[src/rtl/tx_ethernet.sv]
// GMII Ethernet II frame transmitter: preamble/SFD, MAC header, payload from TX memory, FCS, IFG.
// Optional zero padding to the 46-byte minimum payload is enabled by defining TX_PAD_EN.
module tx_ethernet #(
   parameter int unsigned    OCT         = 8,
   parameter logic [OCT-1:0] PRE         = 8'b10101010,
   parameter logic [OCT-1:0] SFD         = 8'b10101011,
   parameter int unsigned    PRE_BYTES   = 7,
   parameter int unsigned    IFG_BYTES   = 12,
   parameter int unsigned    MAX_PAYLOAD = 1500
) (
   input  logic           TX_CLK,
   input  logic           rst_n,
   input  logic           tx_start,
   input  logic           tx_abort,
   input  logic [47:0]    tx_dst_mac,
   input  logic [47:0]    mac_addr,
   input  logic [15:0]    tx_len_type,
   input  logic [10:0]    tx_payload_len,
   output logic [10:0]    tx_addr,
   output logic           tx_mem_re,
   input  logic [OCT-1:0] tx_mem_out,
   output logic           TX_EN,
   output logic [OCT-1:0] TXD,
   output logic           TX_ER,
   output logic           tx_busy,
   output logic           tx_irq
);

   localparam int unsigned LW        = 11;
   localparam int unsigned MAC_BYTES = 6;
   localparam int unsigned FCS_BYTES = 4;
`ifdef TX_PAD_EN
   localparam int unsigned MIN_PAYLOAD = 46;
`endif

   localparam logic [3:0] ST_IDLE  = 4'd0;
   localparam logic [3:0] ST_PRE   = 4'd1;
   localparam logic [3:0] ST_SFD   = 4'd2;
   localparam logic [3:0] ST_DST   = 4'd3;
   localparam logic [3:0] ST_SRC   = 4'd4;
   localparam logic [3:0] ST_TYPE  = 4'd5;
   localparam logic [3:0] ST_DATA  = 4'd6;
`ifdef TX_PAD_EN
   localparam logic [3:0] ST_PAD   = 4'd7;
`endif
   localparam logic [3:0] ST_FCS   = 4'd8;
   localparam logic [3:0] ST_ABORT = 4'd9;
   localparam logic [3:0] ST_IFG   = 4'd10;

   // state_q names the byte currently on TXD; cnt_q is its index within that field
   logic [3:0]     state_q, state_d;
   logic [LW-1:0]  cnt_q, cnt_d;
   logic [OCT-1:0] txd_q, txd_d;
   logic           en_q, en_d, er_q, er_d;
   logic           re_q, re_d;
   logic [LW-1:0]  addr_q, addr_d;
   logic           busy_q, busy_d, irq_q, irq_d;
   logic [31:0]    crc_q, crc_d, fcs_q, fcs_d;
   logic [47:0]    dst_q, dst_d, src_q, src_d;
   logic [15:0]    type_q, type_d;
   logic [LW-1:0]  len_q, len_d;
   logic           crc_upd, tail, fcs_go;

   // Reflected CRC-32 update, one byte LSB first
   function automatic logic [31:0] crc_byte(input logic [31:0] crc, input logic [OCT-1:0] d);
      logic [31:0] c;
      c = crc;
      for (int i = 0; i < int'(OCT); i++)
         c = (c[0] ^ d[i]) ? ((c >> 1) ^ 32'hEDB8_8320) : (c >> 1);
      return c;
   endfunction

   always_comb begin
      state_d = state_q;
      cnt_d   = cnt_q;
      txd_d   = '0;
      re_d    = 1'b0;
      addr_d  = addr_q;
      busy_d  = busy_q;
      irq_d   = 1'b0;
      crc_d   = crc_q;
      fcs_d   = fcs_q;
      dst_d   = dst_q;
      src_d   = src_q;
      type_d  = type_q;
      len_d   = len_q;
      crc_upd = 1'b0;
      tail    = 1'b0;
      fcs_go  = 1'b0;

      if (en_q && tx_abort && (state_q != ST_ABORT)) begin
         state_d = ST_ABORT;
         cnt_d   = '0;
      end else begin
         case (state_q)
            ST_IDLE: begin
               if (tx_start) begin
                  state_d = ST_PRE;
                  cnt_d   = '0;
                  txd_d   = PRE;
                  busy_d  = 1'b1;
                  crc_d   = '1;
                  dst_d   = tx_dst_mac;
                  src_d   = mac_addr;
                  type_d  = tx_len_type;
                  len_d   = (tx_payload_len > LW'(MAX_PAYLOAD)) ? LW'(MAX_PAYLOAD) : tx_payload_len;
               end
            end
            ST_PRE: begin
               if (cnt_q == LW'(PRE_BYTES - 1)) begin
                  state_d = ST_SFD;
                  txd_d   = SFD;
               end else begin
                  cnt_d = cnt_q + LW'(1);
                  txd_d = PRE;
               end
            end
            ST_SFD: begin
               state_d = ST_DST;
               cnt_d   = '0;
               txd_d   = dst_q[47:40];
               dst_d   = dst_q << 8;
               crc_upd = 1'b1;
            end
            ST_DST: begin
               crc_upd = 1'b1;
               if (cnt_q == LW'(MAC_BYTES - 1)) begin
                  state_d = ST_SRC;
                  cnt_d   = '0;
                  txd_d   = src_q[47:40];
                  src_d   = src_q << 8;
               end else begin
                  cnt_d = cnt_q + LW'(1);
                  txd_d = dst_q[47:40];
                  dst_d = dst_q << 8;
               end
            end
            ST_SRC: begin
               crc_upd = 1'b1;
               if (cnt_q == LW'(MAC_BYTES - 1)) begin
                  state_d = ST_TYPE;
                  cnt_d   = '0;
                  txd_d   = type_q[15:8];
                  type_d  = type_q << 8;
                  // First memory read goes out two bytes ahead of payload byte 0
                  if (len_q != '0) begin
                     re_d   = 1'b1;
                     addr_d = '0;
                  end
               end else begin
                  cnt_d = cnt_q + LW'(1);
                  txd_d = src_q[47:40];
                  src_d = src_q << 8;
               end
            end
            ST_TYPE: begin
               if (cnt_q == '0) begin
                  cnt_d   = LW'(1);
                  txd_d   = type_q[15:8];
                  crc_upd = 1'b1;
               end else if (len_q != '0) begin
                  state_d = ST_DATA;
                  cnt_d   = '0;
                  txd_d   = tx_mem_out;
                  crc_upd = 1'b1;
               end else begin
                  tail = 1'b1;
               end
            end
            ST_DATA: begin
               if (cnt_q == len_q - LW'(1)) begin
                  tail = 1'b1;
               end else begin
                  cnt_d   = cnt_q + LW'(1);
                  txd_d   = tx_mem_out;
                  crc_upd = 1'b1;
               end
            end
`ifdef TX_PAD_EN
            ST_PAD: begin
               crc_upd = 1'b1;
               if (cnt_q == LW'(MIN_PAYLOAD - 1)) fcs_go = 1'b1;
               else cnt_d = cnt_q + LW'(1);
            end
`endif
            ST_FCS: begin
               if (cnt_q == LW'(FCS_BYTES - 1)) begin
                  state_d = ST_IFG;
                  cnt_d   = '0;
               end else begin
                  cnt_d   = cnt_q + LW'(1);
                  txd_d   = fcs_q[7:0];
                  fcs_d   = fcs_q >> 8;
                  crc_upd = 1'b1;
               end
            end
            ST_ABORT: begin
               state_d = ST_IFG;
               cnt_d   = '0;
            end
            ST_IFG: begin
               // The IDLE/irq cycle is the last gap cycle, so a start there keeps the gap exact
               if (cnt_q == LW'(IFG_BYTES - 2)) begin
                  state_d = ST_IDLE;
                  cnt_d   = '0;
                  irq_d   = 1'b1;
                  busy_d  = 1'b0;
               end else begin
                  cnt_d = cnt_q + LW'(1);
               end
            end
            default: begin
               state_d = ST_IDLE;
               cnt_d   = '0;
            end
         endcase

         if (tail) begin
`ifdef TX_PAD_EN
            if (len_q < LW'(MIN_PAYLOAD)) begin
               state_d = ST_PAD;
               cnt_d   = len_q;
               crc_upd = 1'b1;
            end else begin
               fcs_go = 1'b1;
            end
`else
            fcs_go = 1'b1;
`endif
         end

         if (fcs_go) begin
            state_d = ST_FCS;
            cnt_d   = '0;
            txd_d   = ~crc_q[7:0];
            fcs_d   = {8'h00, ~crc_q[31:8]};
            crc_upd = 1'b1;
         end

         if (re_q && ((12'(addr_q) + 12'd1) < 12'(len_q))) begin
            re_d   = 1'b1;
            addr_d = addr_q + LW'(1);
         end
      end

      if (crc_upd) crc_d = crc_byte(crc_q, txd_d);
      en_d = (state_d != ST_IDLE) && (state_d != ST_IFG);
      er_d = (state_d == ST_ABORT);
   end

   always_ff @(posedge TX_CLK or negedge rst_n) begin
      if (!rst_n) begin
         state_q <= ST_IDLE;
         cnt_q   <= '0;
         txd_q   <= '0;
         en_q    <= 1'b0;
         er_q    <= 1'b0;
         re_q    <= 1'b0;
         addr_q  <= '0;
         busy_q  <= 1'b0;
         irq_q   <= 1'b0;
         crc_q   <= '1;
         fcs_q   <= '0;
         dst_q   <= '0;
         src_q   <= '0;
         type_q  <= '0;
         len_q   <= '0;
      end else begin
         state_q <= state_d;
         cnt_q   <= cnt_d;
         txd_q   <= txd_d;
         en_q    <= en_d;
         er_q    <= er_d;
         re_q    <= re_d;
         addr_q  <= addr_d;
         busy_q  <= busy_d;
         irq_q   <= irq_d;
         crc_q   <= crc_d;
         fcs_q   <= fcs_d;
         dst_q   <= dst_d;
         src_q   <= src_d;
         type_q  <= type_d;
         len_q   <= len_d;
      end
   end

   assign TXD       = txd_q;
   assign TX_EN     = en_q;
   assign TX_ER     = er_q;
   assign tx_mem_re = re_q;
   assign tx_addr   = addr_q;
   assign tx_busy   = busy_q;
   assign tx_irq    = irq_q;

endmodule

[config.mk]
export PLATFORM = sky130hd
export DESIGN_NAME = tx_ethernet
export DESIGN_NICKNAME = d
export VERILOG_FILES = /design/src/rtl/tx_ethernet.sv
export SDC_FILE = /design/constraint.sdc
export NUM_CORES = 1
export LEC_CHECK = 0
export ABC_AREA = 0
export CAP_MARGIN = 10
export CORE_UTILIZATION = 40
export CTS_CLUSTER_SIZE = 20
export DETAILED_ROUTE_END_ITERATION = 10
export DONT_BUFFER_PORTS = 1
export GPL_ROUTABILITY_DRIVEN = 1
export PLACE_DENSITY = 0.6
export SLEW_MARGIN = 30
export SYNTH_ARGS = -nofsm -noshare
export SYNTH_HDL_FRONTEND = slang
export SYNTH_SLANG_ARGS = --single-unit
export TNS_END_PERCENT = 1
[constraint.sdc]
create_clock -name TX_CLK -period 6.45 [get_ports TX_CLK]
set_input_delay 1.29 -clock TX_CLK [delete_from_list [all_inputs] [get_ports TX_CLK]]
set_output_delay 1.29 -clock TX_CLK [all_outputs]
set_load 0.02 [all_outputs]
Word-level counts from Yosys, hierarchy flattened
Cells that the tools add are included.

Register bits after elaboration: 226. Input bits: 135.

Add/sub/neg operators: 4. Order comparisons: 2. Equal/unequal tests: 29. Mux-type cells: 86. Bitwise logic cells: 19. Reductions and logical operators: 29.

Operators with widths (count): 32-bit 2-to-1 mux (15); 48-bit case mux with 3 select lines (2); 48-bit 2-to-1 mux (5); 11-bit 2-to-1 mux (14); 13-bit NOT with 14-bit output (8); 11-bit case mux with 7 select lines (1); 8-bit 2-to-1 mux (9); 8-bit case mux with 8 select lines (1); 4-bit 2-to-1 mux (10); 4-bit case mux with 10 select lines (1); 16-bit 2-to-1 mux (2); 16-bit case mux with 2 select lines (1); 24-bit NOT (1); 11-bit by 1-bit adder with 11-bit output (second input constant) (2); 11-bit by 3-bit == test with 1-bit output (second input constant) (2); 1-bit 2-to-1 mux (22); 4-bit inequality test (second input constant) (5); 4-bit AND reduction (5); 4-bit == test (second input constant) (4); 2-bit nonzero test (8); 2-bit inequality test (second input constant) (7); 11-bit by 1-bit adder with 12-bit output (second input constant) (1); 4-bit by 3-bit == test with 1-bit output (second input constant) (3); 12-bit by 11-bit < comparator with 1-bit output (1); other kinds (24) (39).

Longest topological paths before layout
Gate-level depths: netlist of run 1.

Depth in word-level cells: 26. Mapped depth: 16. Depth with buffers taken out: 16.

Least setup slack after synthesis of run 1
No wires, ideal clock.

Path kind: input port to flip-flop. Start point: input tx_start. End point: register crc_q[26]. Setup time: 73 ps. Arrival: 3609 ps. Required time: 6377 ps. Slack: 2768 ps. Stages on the path: 13. Path buffers: 1. Cell sequence: or2_2 > nand2_1 > a21oi_1 > a221oi_1 > a31oi_1 > and3_1 > a21o_1 > clkbuf_1 > xnor2_2 > xnor2_4 > xnor2_4 > xor2_1 > a21oi_1.

Word-level cells in the longest chain between the ends: 14. Elaborated cells on any way between the ends: 20. Those cells by class: 12 x mux; 6 x bitwise; 2 x reduce/logical.

RTL lines: start, declared (line 13) `input logic tx_start,`; 8-bit 2-to-1 mux (line 97) `if (tx_start) begin`; 8-bit case mux with 8 select lines (line 95) `case (state_q)`; 8-bit 2-to-1 mux (line 232) `if (fcs_go) begin`; 8-bit 2-to-1 mux (line 91) `if (en_q && tx_abort && (state_q != ST_ABORT)) begin`; 1-bit bitwise XOR (line 69) `c = (c[0] ^ d[i]) ? ((c >> 1) ^ 32'hEDB8_8320) : (c >> 1);`; 32-bit 2-to-1 mux (line 69); 32-bit 2-to-1 mux or 13-bit NOT with 14-bit output (tied branches); 32-bit 2-to-1 mux (2 in series) (line 69); 32-bit 2-to-1 mux or 13-bit NOT with 14-bit output (tied branches); 32-bit 2-to-1 mux (line 69); 1-bit bitwise XOR or 13-bit NOT with 14-bit output (tied branches); 32-bit 2-to-1 mux (line 69); 32-bit 2-to-1 mux (line 246) `if (crc_upd) crc_d = crc_byte(crc_q, txd_d);`; end signal, assigned (line 278) `crc_q <= crc_d;`; end, declared (line 58) `logic [31:0] crc_q, crc_d, fcs_q, fcs_d;`.

Several ways; a longest one is shown, not always the timed one. A chain may end at the register's enable or synchronous reset.

Worst setup path in the final report of run 1
Start point: register len_q[3]. End point: register crc_q[26].

Word-level cells in the longest chain between the ends: 21. Elaborated cells on any way between the ends: 46. Those cells by class: 1 x add/sub; 2 x eq/ne; 28 x mux; 11 x bitwise; 4 x reduce/logical.

RTL lines: start, declared (line 61) `logic [LW-1:0] len_q, len_d;`; start signal, assigned (line 283) `len_q <= len_d;`; 11-bit by 1-bit subtractor with 11-bit output or 11-bit nonzero test (tied branches) (line 171, 161); 11-bit == test or 1-bit 2-to-1 mux (tied branches) (line 171, 161); 1-bit 2-to-1 mux, on equally long branches (line 171, 157); 1-bit case mux with 2 select lines (line 95); 1-bit 2-to-1 mux (line 91); 1-bit 2-to-1 mux (line 218) `if (tail) begin`; 1-bit 2-to-1 mux (line 91); 8-bit 2-to-1 mux (line 232); [4 not listed]; 32-bit 2-to-1 mux (line 69); 32-bit 2-to-1 mux or 13-bit NOT with 14-bit output (tied branches); 32-bit 2-to-1 mux (2 in series) (line 69); 1-bit bitwise XOR or 13-bit NOT with 14-bit output (tied branches); 32-bit 2-to-1 mux (line 69); 13-bit NOT with 14-bit output (no source line); 32-bit 2-to-1 mux (line 69); 32-bit 2-to-1 mux (line 246).

Several ways; a longest one is shown, not always the timed one. The select of a mux whose other input is x is not followed.

==> results of run 1 <==
==> Yosys cell counts, drive strengths merged, types with 3 or more instances <==
cell type,n,share of area (%)
nand2,267,8.5
dfrtp,186,40
o21ai,150,6.4
nor2,75,2.4
clkbuf,70,2.2
xnor2,61,5.0
a21oi,58,2.5
mux2i,52,4.6
nand3,46,2.0
a31oi,44,2.3
nor3,42,1.8
dfstp,32,7.1
inv,28,0.89
xor2,24,1.8
and3,21,1.1
nand2b,19,1.0
ha,16,1.7
buf,12,0.57
nor2b,10,0.53
a21o,9,0.57
nor4,8,0.61
or2,7,0.37
o21a,6,0.38
o22a,6,0.45
a22oi,5,0.32
and2,5,0.27
nand4b,5,0.37
a211oi,4,0.36
a221oi,4,0.30
nand4,4,0.21
o22ai,4,0.21
a222oi,3,0.26
a31o,3,0.22
or3,3,0.16
==> critical path: cells and delay by family (launching register included) <==
family                    cells  cell delay [ps]
AOI/OAI and AO/OA             5             2240
xor gates and xnor gates      3              570
DFF                           1              450
and+or+nand+nor               4             1500
==> cells by family after synthesis <==
group | after synthesis | share of synthesized area (%)
AOI/OAI and AO/OA | 315 | 16.0
xor gates and xnor gates | 85 | 6.77
adders and majority gates | 16 | 1.70
buffers and inverters | 111 | 3.73
DFF | 218 | 46.7
muxes | 53 | 4.66
and+or+nand+nor | 526 | 20.5
==> through the flow <==
stage	std cells	util [%]	worst slack, ps	area [µm²]	hold slack (ps)
after global placement	1636	41.7	1350	12000	459
final	1680	44.6	1610	12900	451
after CTS	1680	44.6	1230	12900	427
after floorplan	1324	-	2770	11800	442
after detailed placement	1636	41.7	1230	12000	466
after global routing	1680	44.6	1130	12900	435
==> flip-flops by register name (all words and copies together) (netlist names) <==
name and count:
src_q 48, fcs_q 24, tx_mem_re 1, len_q 11, type_q 16, TX_ER 1, TXD 8, tx_busy 1
TX_EN 1, dst_q 48, crc_q 32, state_q 4, tx_addr 11, cnt_q 11, tx_irq 1
==> area by class of cell <==
| type | count | area (µm²) | share of cell area, % |
|---|---|---|---|
| flip-flops and latches | 218 | 5500 | 42.7 |
| clock buffers | 37 | 711 | 5.52 |
| inverters | 29 | 109 | 0.845 |
| clock inverters | 7 | 125 | 0.972 |
| well taps | 384 | 480 | 3.73 |
| repair buffers | 10 | 75.1 | 0.583 |
| multi-input cells | 995 | 5880 | 45.7 |
==> per-layer routing <==
layer | vias up | part of all wire, %
li1 | 4495 | -
met1 | 4330 | 47
met2 | 268 | 43
met3 | 42 | 8.1
met4 | 0 | 2.6
met5 | - | 0
==> report_power, final <==
group	internal (mW)	total (mW)	switching [mW]
combinational	1.31	2.99	1.68
clock	0.882	1.46	0.576
sequential	1.96	2.41	0.455
total	4.16	6.86	2.71
==> path summary, 6_finish.rpt <==
kind	cells past startpoint	from	end	slack (ps)
hold / removal	0	rst_n	tx_addr[4]$_DFFE_PN0P_	450
setup / recovery	12	len_q[3]$_DFFE_PN0P_	crc_q[26]$_DFFE_PN1P_	1610
hold reg to reg	2	dst_q[24]$_DFFE_PN0P_	dst_q[24]$_DFFE_PN0P_	480
min in group TX_CLK	2	dst_q[24]$_DFFE_PN0P_	dst_q[24]$_DFFE_PN0P_	480
max in group asynchronous	0	rst_n	crc_q[9]$_DFFE_PN1P_	5520
setup reg to reg	12	len_q[3]$_DFFE_PN0P_	crc_q[26]$_DFFE_PN1P_	1610
==> summary.md, run 1 <==
| Metric | Value |
|---|---|
| DRC Markers | 0 |
| Slew HR | 39.0% |
| DIE AREA | 30100 µm² |
| EDFF count, synth | 0 |
| Post-Syn Nets | 1475 |
| Fraction of registers with async set/reset | 100% |
| Clk buf depth | 3 |
| Wirelength per Cell | 17.9 µm |
| Ports | 159 |
| Routability-driven placement congestion ratio | 0.901 |
| Worst path slowest cell | nand2_1 |
| Antenna cell count | 0 |
| Pin count of the biggest net entering global routing | 219 |
| Later-pin clock latency in the skew report | 550 ps |
| Most frequent cells in the layout | nand2_1, dfrtp_1, o21ai_0, nor2_1, xnor2_1 |
| Root Buffer | clkbuf_16 |
| Share of layout cells above drive strength 1 | 8.72% |
| Port Buffers | 0 |
| Die outline width | 174 µm |
| Number of core rows | 62 |
| Num CTS Buffers | 25 |
| VDD IR max | 0.000258 V |
| H-tree depth | 1 |
| #FFs+latches synth | 218 |
| Initial Utilization | 40.8% |
| Met3 Use GR | 5.46% |
| Core area | 28900 µm² |
| Vias per cell | 5.44 |
| HP Class | primary input to asynchronous set/reset pin |
| Total gr overflow | 0 |
| GRT Total Usage | 20.1% |
| Max cap viols | 0 |
| First-pass DRT Iterations | 6 |
| Syn-to-layout area delta | 9.42% |
| Initial drt markers | 723 |
| Filler instances | 2876 |
| Post-Syn Instances | 1324 |
| RSZ-0062 raised after global routing | false |
| Hold buffer count at CTS | 0 |
| Max Slew Vio Count | 0 |
| Worst EP arrival | 5300 ps |
| PD cells | 533 nW/µm² |
| Worst-Margin Slew | 916 ps |
| Critical path class | flip-flop to flip-flop |
| Commonest non-fill, non-tap cell in the layout | nand2_1 |
| Sink Count | 218 |
| First-pass GRT wire length | 48900 µm |
| Final period util | 75.0% |
| Worst setup EP type | flip-flop |
| M1 GR Usage | 28.8% |
| Die Span Y | 174 µm |
| Register area share after synthesis | 46.7% |
| LEAKAGE | 5.67 nW |
| Setup violations, final | 0 |
| Synthesized area per cell | 8.89 µm² |
| Crit path max fanout | 36 |
| Vias in the first global route | 8819 |
| Setup bufs post-CTS | 0 |
| Gr busiest metal | met2 |
| Netlist cell types | 76 |
| Met2 Usage GRT | 29.8% |
| Post-Syn Area | 11800 µm² |
| Setup TNS | 0 ps |
| Fin. Hold Viols | 0 |
| Initial antenna violation count | 0 |
| Post-synth top flop | dfrtp_1 |
| Status | finished clean |
| Post-Route WL | 30100 µm |
| Total chip power | 6.86 mW |
| Post-CTS sizing | 0 |
| CTS tree | built |
| Reg clk slew, reported paths | 60 ps |
| Final ANT Viol Nets | 0 |
| Cell chain of the critical path | nor4_2 -> nand2_1 -> o41ai_1 -> and4bb_1 -> a31o_2 -> nand2_1 -> o211a_1 -> a211oi_4 -> xnor2_4 -> xnor2_4 -> xor2_1 -> a21oi_1 |
| Crit start category | flip-flop |
| Net count, final | 1430 |
| Req. time, crit path | 6910 ps |
| HPWL after DPL | 21100 µm |
| Delay of the slowest cell on the worst path | 590 ps |
| Vias post-DR | 9135 |
| Yosys Warn Count | 0 |
| Setup Skew | 19.7 ps |
| Min Tclk post-route | 4840 ps |
| Achievable frequency | 207 MHz |
Note: power is estimated with default switching activity, not from simulation.
==> run 2, diff against run 1 <==
==> constraint.sdc (replaced) <==
create_clock -name TX_CLK -period 4.8 [get_ports TX_CLK]
set_input_delay 0.96 -clock TX_CLK [delete_from_list [all_inputs] [get_ports TX_CLK]]
set_output_delay 0.96 -clock TX_CLK [all_outputs]
set_load 0.02 [all_outputs]
==> run 2 against run 1 <==
Compared with the run above: routed wire length grew 0.61%; worst hold slack lost 330 ps; sequential cell count is the same; final area is essentially flat; critical path depth is the same; clock skew shrank 6.3 ps; die area is the same; sequential share of layout area is essentially flat; via count shrank 0.27%; register-to-register slack lost 1200 ps; core utilization is essentially flat.
==> summary.md, run 2 (synthesis gave the netlist of run 1 again) <==
| Metric | Value |
|---|---|
| DRC Markers | 0 (unchanged) |
| Sw Share | 40.0% (+0.55 points) |
| Reg clk slew, reported paths | 60 ps (about the same) |
| Die Span Y | 174 µm (unchanged) |
| HP Class | primary input to asynchronous set/reset pin |
| DIE AREA | 30100 µm² (unchanged) |
| Setup violations, final | 0 (unchanged) |
| H-tree depth | 1 (unchanged) |
| Pin count of the biggest net entering global routing | 219 (unchanged) |
| Slew HR | 40.1% (+1.1 points) |
| HPWL after DPL | 21300 µm (+1.0%) |
| Total chip power | 9.17 mW (+34%) |
| Ports | 159 (unchanged) |
| Clk buf depth | 3 (unchanged) |
| Root Buffer | clkbuf_16 |
| Num CTS Buffers | 25 (unchanged) |
| Hold buffer count at CTS | 0 (unchanged) |
| RSZ-0062 raised after global routing | false |
| Share of layout cells above drive strength 1 | 9.13% (+0.41 points) |
| Core area | 28900 µm² (unchanged) |
| Fin. Hold Viols | 0 (unchanged) |
| Total gr overflow | 0 (unchanged) |
| First-pass DRT Iterations | 7 (+1) |
| Crit start category | flip-flop |
| Setup WS post-layout | 435 ps (-1180 ps) |
| Clock Power Share | 20.3% (-0.9 points) |
| Antenna cell count | 0 (unchanged) |
| Critical path class | flip-flop to flip-flop |
| Top Registers | dst_q: 48 flops, src_q: 48 flops, crc_q: 32 flops |
| Sink Count | 218 (unchanged) |
| Post-CTS sizing | 0 (unchanged) |
| CTS tree | built |
| Net count, final | 1435 (+0.35%) |
| Setup TNS | 0 ps (unchanged) |
| Vias post-DR | 9110 (-0.27%) |
| Logic pwr share | 44.4% (+0.8 points) |
| Later-pin clock latency in the skew report | 540 ps (about the same) |
| Vias per cell | 5.40 (-0.69%) |
| Sequential fraction of design power | 35.3% (about the same) |
| Filler instances | 2864 (-0.42%) |
| Internal power | 5.50 mW (+32%) |
| Port Buffers | 0 (unchanged) |
| P_sw | 3.67 mW (+36%) |
| Routability-driven placement congestion ratio | 0.889 (-1.3%) |
| Initial drt markers | 612 (-15%) |
| First-pass GRT wire length | 49200 µm (+0.56%) |
| Most frequent cells in the layout | nand2_1, dfrtp_1, o21ai_0, nor2_1, xnor2_1 |
| LEAKAGE | 5.68 nW (+0.24%) |
| Status | finished clean |
| Die outline width | 174 µm (unchanged) |
| Initial antenna violation count | 1 (+1) |
| Max cap viols | 0 (unchanged) |
| GRT Total Usage | 20.3% (+0.19 points) |
| VDD IR max | 0.000338 V (+31%) |
| Final ANT Viol Nets | 0 (unchanged) |
| Max Slew Vio Count | 0 (unchanged) |
| Setup WS pre-CTS | 451 ps (-777 ps) |
| Post-Route Utilization | 44.7% (about the same) |
| Setup bufs post-CTS | 0 (unchanged) |
| Post-Route WL | 30300 µm (+0.61%) |
| R2R Setup Slk | 430 ps (-1180 ps) |
| PD cells | 712 nW/µm² (+34%) |
| Final period util | 90.9% (+16 points) |
| Min Tclk post-route | 4370 ps (-472 ps) |
| Worst setup EP type | flip-flop |
| Achievable frequency | 229 MHz (+11%) |
| Vias in the first global route | 8862 (+0.49%) |
| Crit path max fanout | 10 (-72%) |
| Syn-to-layout area delta | 9.53% (about the same) |
| Worst EP arrival | 4800 ps (-500 ps) |
| Commonest non-fill, non-tap cell in the layout | nand2_1 |
| Setup Skew | 13.4 ps (-6.31 ps) |
| Initial Utilization | 40.8% (unchanged) |
| Wirelength per Cell | 18.0 µm (+0.20%) |
| Number of core rows | 62 (unchanged) |
| Req. time, crit path | 5230 ps (-1680 ps) |
| Worst-Margin Slew | 899 ps (-16.7 ps) |
## run 2: cell types whose count changed in the layout (fill, tap and decap cells not counted), sizes merged
cell	previous run	this run
bufinv	3	0
buf	10	15
clkbuf	37	42
## run 2: power by group through the flow
stage          Combinational (mW)  Sequential, mW  Clock (mW)
2_1_floorplan                3.46            3.00           0
3_3_place_gp                 4.04            3.24           0
3_5_place_dp                 4.08            3.26           0
4_1_cts                      4.10            3.23        1.91
5_1_grt                      4.58            3.33        1.98
6_report                     4.08            3.23        1.86
## run 2: worst paths after layout
| path | start | end | cells past startpoint |
|---|---|---|---|
| worst min register to register | fcs_q[16]$_DFFE_PN0P_ | fcs_q[16]$_DFFE_PN0P_ | 2 |
| worst max register to register | cnt_q[9]$_DFFE_PN0P_ | crc_q[21]$_DFFE_PN1P_ | 12 |
| worst max-delay path | cnt_q[9]$_DFFE_PN0P_ | crc_q[21]$_DFFE_PN1P_ | 12 |
| worst min-delay path | rst_n | tx_addr[3]$_DFFE_PN0P_ | 0 |
| min in group TX_CLK | fcs_q[16]$_DFFE_PN0P_ | fcs_q[16]$_DFFE_PN0P_ | 2 |
| max in group asynchronous | rst_n | len_q[1]$_DFFE_PN0P_ | 0 |
## run 2: metal layers
layer	share of wire, %	vias up	track usage, %
li1	-	4521	-
met2	43	260	30.4
met1	46	4277	28.3
met5	0.043	-	0
met4	2.7	2	5.94
met3	8.2	50	5.92
## run 2: through the flow
| stage | area (µm²) | instances | hold WS [ps] |
|---|---|---|---|
| CTS | 12900 | 1687 | 96.2 |
| global placement | 12100 | 1641 | 460 |
| finish | 12900 | 1687 | 118 |
| detailed placement | 12100 | 1641 | 465 |
| global route | 12900 | 1687 | 96.5 |
| floorplan | 11800 | 1324 | 442 |
## run 2: area by class of cell
| cell class | instances | area, µm² | share of cell area [%] |
|---|---|---|---|
| Timing Repair Buffer | 15 | 113 | 0.874 |
| Multi-Input combinational cell | 995 | 5890 | 45.7 |
| Inverter | 29 | 109 | 0.845 |
| Sequential cell | 218 | 5500 | 42.6 |
| Tap cell | 384 | 480 | 3.73 |
| Clock inverter | 4 | 35.0 | 0.272 |
| Clock buffer | 42 | 769 | 5.97 |
## run 2: critical path, stage by stage, from the launching register on
cell	delay (ps)
dfrtp_1	490
or4_4	570
nor4_4	350
nor2b_1	200
buf_4	210
a222oi_1	410
nand3_1	140
o21ai_1	390
mux2i_4	550
xnor2_1	260
xnor2_1	400
xor2_1	190
a21oi_1	80
